[config.mk]
export PLATFORM = sky130hd
export DESIGN_NAME = wb_scoreboard_arbiter_flat
export DESIGN_NICKNAME = d
export VERILOG_FILES = /design/src/rtl/wb_scoreboard_arbiter_if.sv /design/src/rtl/wb_scoreboard_arbiter.sv /design/src/flat_wrapper.sv
export SDC_FILE = /design/constraint.sdc
export NUM_CORES = 1
export LEC_CHECK = 0
export CELL_PAD_IN_SITES_DETAIL_PLACEMENT = 2
export CELL_PAD_IN_SITES_GLOBAL_PLACEMENT = 2
export CORE_MARGIN = 8
export CORE_UTILIZATION = 29
export DETAILED_ROUTE_END_ITERATION = 6
export GPL_ROUTABILITY_DRIVEN = 0
export PLACE_DENSITY_LB_ADDON = 0.1
export SLEW_MARGIN = 20
export SYNTH_ARGS = -nofsm -noshare
export SYNTH_HDL_FRONTEND = slang
export SYNTH_SLANG_ARGS = --single-unit
[constraint.sdc]
create_clock -name clk -period 17.3 [get_ports clk]
set_input_delay 2.595 -clock clk [delete_from_list [all_inputs] [get_ports clk]]
set_output_delay 2.595 -clock clk [all_outputs]
set_load 0.02 [all_outputs]
[src/rtl/wb_scoreboard_arbiter_if.sv]
// Bundles the decode-issue port, the two writeback request ports and the
// register-file write port shared between the pipeline and the scoreboard.
interface wb_scoreboard_arbiter_if #(
   parameter int ARCH_LEN     = 32,
   parameter int REG_FILE_LEN = 32
);
   localparam int IDX_W = $clog2(REG_FILE_LEN);

   logic             issue_valid;
   logic [IDX_W-1:0] issue_dst;
   logic [IDX_W-1:0] issue_src_1;
   logic [IDX_W-1:0] issue_src_2;
   logic             issue_stall;

   logic                alu_wb_valid;
   logic [IDX_W-1:0]    alu_wb_dst;
   logic [ARCH_LEN-1:0] alu_wb_data;
   logic                alu_wb_ready;

   logic                lsu_wb_valid;
   logic [IDX_W-1:0]    lsu_wb_dst;
   logic [ARCH_LEN-1:0] lsu_wb_data;
   logic                lsu_wb_ready;

   logic [IDX_W-1:0]    dst_reg;
   logic [ARCH_LEN-1:0] dst_reg_data;
   logic                reg_write_enable;

   modport master (
      output issue_valid, issue_dst, issue_src_1, issue_src_2,
      output alu_wb_valid, alu_wb_dst, alu_wb_data,
      output lsu_wb_valid, lsu_wb_dst, lsu_wb_data,
      input  issue_stall, alu_wb_ready, lsu_wb_ready,
      input  dst_reg, dst_reg_data, reg_write_enable
   );

   modport slave (
      input  issue_valid, issue_dst, issue_src_1, issue_src_2,
      input  alu_wb_valid, alu_wb_dst, alu_wb_data,
      input  lsu_wb_valid, lsu_wb_dst, lsu_wb_data,
      output issue_stall, alu_wb_ready, lsu_wb_ready,
      output dst_reg, dst_reg_data, reg_write_enable
   );
endinterface

[src/rtl/wb_scoreboard_arbiter.sv]
// Register scoreboard with round-robin ALU/LSU writeback arbitration.
// Issue hazards are checked against registered busy bits only (no bypass).
module wb_scoreboard_arbiter #(
   parameter int ARCH_LEN     = 32,
   parameter int REG_FILE_LEN = 32,
   parameter int IDX_W        = $clog2(REG_FILE_LEN)
) (
   input  logic                      clk,
   input  logic                      rst,
   wb_scoreboard_arbiter_if.slave    bus,
   input  logic                      flush,
   output logic [IDX_W:0]            pending_count,
   output logic                      wb_err
);
   localparam logic GRANT_ALU = 1'b0;
   localparam logic GRANT_LSU = 1'b1;

   logic [REG_FILE_LEN-1:0] busy_q, busy_d;
   logic                    last_grant_q, last_grant_d;
   logic [IDX_W:0]          pending_count_q, pending_count_d;
   logic                    wb_err_q, wb_err_d;

   logic                    issue_stall;
   logic                    issue_accept;
   logic                    alu_win, lsu_win;
   logic [IDX_W-1:0]        win_dst;
   logic [ARCH_LEN-1:0]     win_data;
   logic                    write_en;

   always_ff @(posedge clk or negedge rst) begin
      if (!rst) begin
         busy_q          <= '0;
         last_grant_q    <= GRANT_LSU;
         pending_count_q <= '0;
         wb_err_q        <= 1'b0;
      end else begin
         busy_q          <= busy_d;
         last_grant_q    <= last_grant_d;
         pending_count_q <= pending_count_d;
         wb_err_q        <= wb_err_d;
      end
   end

   // Hazard check and round-robin grant; ALU wins unless it was granted last.
   always_comb begin
      issue_stall  = bus.issue_valid &&
                     (busy_q[bus.issue_src_1] || busy_q[bus.issue_src_2] ||
                      busy_q[bus.issue_dst]);
      issue_accept = bus.issue_valid && !issue_stall;

      alu_win = bus.alu_wb_valid && (!bus.lsu_wb_valid || (last_grant_q == GRANT_LSU));
      lsu_win = bus.lsu_wb_valid && !alu_win;

      win_dst  = '0;
      win_data = '0;
      if (alu_win) begin
         win_dst  = bus.alu_wb_dst;
         win_data = bus.alu_wb_data;
      end else if (lsu_win) begin
         win_dst  = bus.lsu_wb_dst;
         win_data = bus.lsu_wb_data;
      end
      write_en = (alu_win || lsu_win) && (win_dst != '0);
   end

   // Clear before set so an issue reclaiming a just-retired index stays busy.
   always_comb begin
      busy_d       = busy_q;
      last_grant_d = last_grant_q;
      wb_err_d     = wb_err_q;

      if (alu_win) last_grant_d = GRANT_ALU;
      if (lsu_win) last_grant_d = GRANT_LSU;

      if (write_en) begin
         if (!busy_q[win_dst]) wb_err_d = 1'b1;
         busy_d[win_dst] = 1'b0;
      end
      if (issue_accept && (bus.issue_dst != '0)) busy_d[bus.issue_dst] = 1'b1;
      if (flush) busy_d = '0;
      busy_d[0] = 1'b0;

      pending_count_d = '0;
      for (int i = 0; i < REG_FILE_LEN; i++) begin
         pending_count_d = pending_count_d + {{IDX_W{1'b0}}, busy_d[i]};
      end
   end

   always_comb begin
      bus.issue_stall      = issue_stall;
      bus.alu_wb_ready     = alu_win;
      bus.lsu_wb_ready     = lsu_win;
      bus.dst_reg          = win_dst;
      bus.dst_reg_data     = win_data;
      bus.reg_write_enable = write_en;
      pending_count        = pending_count_q;
      wb_err               = wb_err_q;
   end
endmodule

[src/flat_wrapper.sv]
// flat-port wrapper written by rule: the top's interface ports become plain ports
module wb_scoreboard_arbiter_flat 
#(
   parameter int ARCH_LEN     = 32,
   parameter int REG_FILE_LEN = 32,
   parameter int IDX_W        = $clog2(REG_FILE_LEN)
)
  (clk, rst, flush, pending_count, wb_err, bus_issue_valid, bus_issue_dst, bus_issue_src_1, bus_issue_src_2, bus_alu_wb_valid, bus_alu_wb_dst, bus_alu_wb_data, bus_lsu_wb_valid, bus_lsu_wb_dst, bus_lsu_wb_data, bus_issue_stall, bus_alu_wb_ready, bus_lsu_wb_ready, bus_dst_reg, bus_dst_reg_data, bus_reg_write_enable);
  wb_scoreboard_arbiter_if #(.ARCH_LEN(ARCH_LEN), .REG_FILE_LEN(REG_FILE_LEN)) bus_i ();
  input  logic clk;
  input  logic rst;
  input  logic flush;
  output logic [IDX_W:0] pending_count;
  output logic wb_err;
  input wire logic [$bits(bus_i.issue_valid)-1:0] bus_issue_valid;
  input wire logic [$bits(bus_i.issue_dst)-1:0] bus_issue_dst;
  input wire logic [$bits(bus_i.issue_src_1)-1:0] bus_issue_src_1;
  input wire logic [$bits(bus_i.issue_src_2)-1:0] bus_issue_src_2;
  input wire logic [$bits(bus_i.alu_wb_valid)-1:0] bus_alu_wb_valid;
  input wire logic [$bits(bus_i.alu_wb_dst)-1:0] bus_alu_wb_dst;
  input wire logic [$bits(bus_i.alu_wb_data)-1:0] bus_alu_wb_data;
  input wire logic [$bits(bus_i.lsu_wb_valid)-1:0] bus_lsu_wb_valid;
  input wire logic [$bits(bus_i.lsu_wb_dst)-1:0] bus_lsu_wb_dst;
  input wire logic [$bits(bus_i.lsu_wb_data)-1:0] bus_lsu_wb_data;
  output wire logic [$bits(bus_i.issue_stall)-1:0] bus_issue_stall;
  output wire logic [$bits(bus_i.alu_wb_ready)-1:0] bus_alu_wb_ready;
  output wire logic [$bits(bus_i.lsu_wb_ready)-1:0] bus_lsu_wb_ready;
  output wire logic [$bits(bus_i.dst_reg)-1:0] bus_dst_reg;
  output wire logic [$bits(bus_i.dst_reg_data)-1:0] bus_dst_reg_data;
  output wire logic [$bits(bus_i.reg_write_enable)-1:0] bus_reg_write_enable;
  assign bus_i.issue_valid = bus_issue_valid;
  assign bus_i.issue_dst = bus_issue_dst;
  assign bus_i.issue_src_1 = bus_issue_src_1;
  assign bus_i.issue_src_2 = bus_issue_src_2;
  assign bus_i.alu_wb_valid = bus_alu_wb_valid;
  assign bus_i.alu_wb_dst = bus_alu_wb_dst;
  assign bus_i.alu_wb_data = bus_alu_wb_data;
  assign bus_i.lsu_wb_valid = bus_lsu_wb_valid;
  assign bus_i.lsu_wb_dst = bus_lsu_wb_dst;
  assign bus_i.lsu_wb_data = bus_lsu_wb_data;
  assign bus_issue_stall = bus_i.issue_stall;
  assign bus_alu_wb_ready = bus_i.alu_wb_ready;
  assign bus_lsu_wb_ready = bus_i.lsu_wb_ready;
  assign bus_dst_reg = bus_i.dst_reg;
  assign bus_dst_reg_data = bus_i.dst_reg_data;
  assign bus_reg_write_enable = bus_i.reg_write_enable;
  wb_scoreboard_arbiter #(.ARCH_LEN(ARCH_LEN), .REG_FILE_LEN(REG_FILE_LEN), .IDX_W(IDX_W)) u_core (.clk(clk), .rst(rst), .bus(bus_i), .flush(flush), .pending_count(pending_count), .wb_err(wb_err));
endmodule
==> results.md <==
* Hold endpoint: u_core.wb_err$_DFFE_PN0P_
* Die width at 138 µm
* Final ANT Viol Nets at 0
* Max incr delay on CP at 0.93 ns
* RSZ-0062 raised after global routing: false
* Post-layout nets at 736
* Slowest-stage cell, CP: clkdlybuf4s50_1
* Hold Path Stages at 1
* Synth unique cells at 45
* Post-Layout Cell Count at 795
* Max_slew headroom at 0.289
* WL met3 at 910 µm
* Post-CTS sizing at 0
* Area of the multi-input gates at 0.00305 mm²
* Final setup vio count at 0
* Die Y at 138 µm
* Vias in the first global route at 4872
* GRT Resource Usage Total at 0.204
* Ordered cell list for the critical path: clkdlybuf4s50_1 -> mux4_1 -> mux4_2 -> nand2_1 -> nor4b_2 -> nand4_1 -> buf_4 -> o31ai_1 -> ha_1 -> inv_1 -> fa_1 -> fa_1 -> inv_1 -> fa_1 -> fa_1 -> fa_1 -> inv_1 -> fa_1 -> inv_1 -> ha_1 -> a21o_1 -> a21oi_1 -> nor2b_1 -> o21a_1
* Static Leak at 2.40 nW
* Status: complete, no violations
* DRT iter0 DRCs at 387
* # hold bufs at CTS at 0
* Share of cells above drive strength 1 at 0.0721
* Post-layout utilization of the core at 0.413
* Vias per std cell at 5.63
* Required @ worst endpoint at 17.48 ns
* Final hold violations at 0
* TritonCTS clock tree: done
* Final wirelength at 19900 µm
* Final worst path period share at 0.581
* Final worst path period need at 10.05 ns
* Clock latency at the later pin of the worst-skew pair at 0.29 ns
* DP HPWL at 15900 µm
* Critical Path Most Common Cell: fa_1
* Post-synth top cells: nand2_1 (99), o21ai_0 (47), dfrtp_1 (38)
* Vias after detailed routing at 4474
* Crit start category: primary input
* Hold WC Path Type: reg -> reg
* Synth top area cells: dfrtp_1 (22%), mux4_2 (11%), fa_1 (11%), nand2_1 (8.6%), o21ai_0 (5.4%)
* FF+latch count, synth at 39
* R2R cell count at 23
* Starting Density at 0.298
* Met2 WL at 9910 µm
* Skew final at 0.00500 ns
* Top_reg_cell synth: dfrtp_1
* WS Path Type: in -> reg
* IO Port Bufs at 142
* Final Max Tran Viols at 0
* Post-synth EDFFs at 0
* CTS Buffer Depth at 2
* Post-Syn Nets at 620
* Synth top area share at 0.219
* Synth async-reset ratio at 1.00
* Htree depth at 2
* Initial antenna violation count at 1
* Core box area at 0.0146 mm²
* Area growth from synthesis to layout at 38.6%
* Setup TNS at 0 ns
* Mean post-synth cell area at 8.81 µm²
* GRT overflow at 0
* Mapped Cells at 493
* # DRC at 0
* CP Capture Type: register
* Synth area leader: dfrtp_1
* Fmax at 0.0995 GHz
* Fillcell total at 1611
* Power density over the cells at 54.7 mW/mm²
* 1st-pass router iterations at 5
* Crit path DAT at 10.24 ns
* Final hold slack at 0.523 ns
* Dpl cells at 786
* I/O Pins at 143
* MaxCap Viol Count at 0
* R2r setup slk at 10.11 ns
* # rows at 44
* CTS Buf Count at 5
* Synth Cell Area at 0.00435 mm²
* CTS sink cnt at 39
* Worst VDD drop at 0.0338 mV
* Die area at 0.0192 mm²
* Wirelength per Cell at 25.0 µm
* Most numerous cell in the Yosys netlist: nand2_1
* Max FO, Critical Path at 47
* Reg2Reg Capture Point: u_core.pending_count[5]$_DFF_PN0_
* Sequential cell area at 977 µm²
* HP Start: u_core.wb_err$_DFFE_PN0P_
* Root Driver: clkbuf_16
* Setup repair bufs after CTS at 0
* Least-Margin Pin Slew at 1.07 ns
* Worst-path clk slew at 0.06 ns
* Seq/Total Area, Yosys at 0.225
* Top Metal Used: met4
* First-pass GRT wire length at 30800 µm
* Worst r2r src: u_core.busy_q[25]$_DFF_PN0_
* Pin count of the biggest net entering global routing at 66
* Synth warn at 0
* Metal1 wirelength at 8570 µm
[logic make-up (layout without fill, tap and decap cells)]
group,Yosys count,in the layout,synth area share
fa+ha+maj,32,32,0.132
mux,46,46,0.173
other cells,0,1,0
buf+inv,74,191,0.0731
compound gates,130,130,0.205
simple gates,169,169,0.186
flops,39,39,0.225
xor+xnor,3,3,0.00605
[metrics by stage]
stage               power (mW)  cell area [µm²]  setup WS [ns]
floorplan                0.157             4350           8.21
global placement         0.215             5850           7.17
detailed placement       0.219             5850           6.92
CTS                      0.332             6020           7.21
global route             0.344             6020           6.86
finish                   0.329             6020           7.25
[routing by layer]
| metal | vias to the layer above | GRT usage |
|---|---|---|
| li1 | 2005 | - |
| met1 | 2295 | 0.264 |
| met2 | 142 | 0.342 |
| met3 | 32 | 0.0308 |
| met4 | 0 | 0.0595 |
| met5 | - | 0 |
[placed cells by master (no fill, tap or decap), drive strengths merged, types with 6 or more instances in the layout]
master,n
a211oi,7
a21oi,7
buf,6
clkbuf,6
clkdlybuf4s50,141
dfrtp,38
fa,23
ha,9
inv,36
mux2i,22
mux4,23
nand2,99
nand3,7
nand3b,17
nor2,8
nor2b,18
nor3,8
o21ai,47
o31a,15
o31ai,32
[where the power goes]
group,total [mW],switching (mW),internal (mW)
sequential,0.0967,0.00278,0.0939
clock,0.113,0.0410,0.0719
combinational,0.120,0.0665,0.0533
total,0.329,0.110,0.219
[cell type report]
cell class,count,area share
Antenna cell,1,0.000415
Sequential cell,39,0.162
Tap cell,184,0.0382
Inverter,36,0.0224
Timing Repair Buffer,147,0.241
Clock buffer,6,0.0231
Clock inverter,2,0.00582
Multi-Input combinational cell,380,0.507
[flip-flops by register name, summed over array words and instances, names as in the netlist]
signal                count
u_core.busy_q            31
u_core.last_grant_q       1
u_core.pending_count      6
u_core.wb_err             1
[worst max-delay path by stage]
stage                       startpoint                           endpoint  slack [ns]
global route          bus_issue_dst[0]  u_core.pending_count[5]$_DFF_PN0_        6.86
global placement      bus_issue_dst[0]  u_core.pending_count[5]$_DFF_PN0_        7.17
finish                bus_issue_dst[0]  u_core.pending_count[5]$_DFF_PN0_        7.25
CTS                   bus_issue_dst[0]  u_core.pending_count[5]$_DFF_PN0_        7.21
floorplan           bus_issue_src_2[1]  u_core.pending_count[5]$_DFF_PN0_        8.21
detailed placement    bus_issue_dst[0]  u_core.pending_count[5]$_DFF_PN0_        6.92
[critical path: cells and delay by family]
kind	cells	cell delay [ns]
multiplexers	2	1.08
buffers and inverters	6	1.50
AND/OR/NAND/NOR	4	0.51
AO/OA/AOI/OAI	4	0.98
adder cells (fa/ha/maj)	8	3.54
Power figures use the tool's default switching activity.
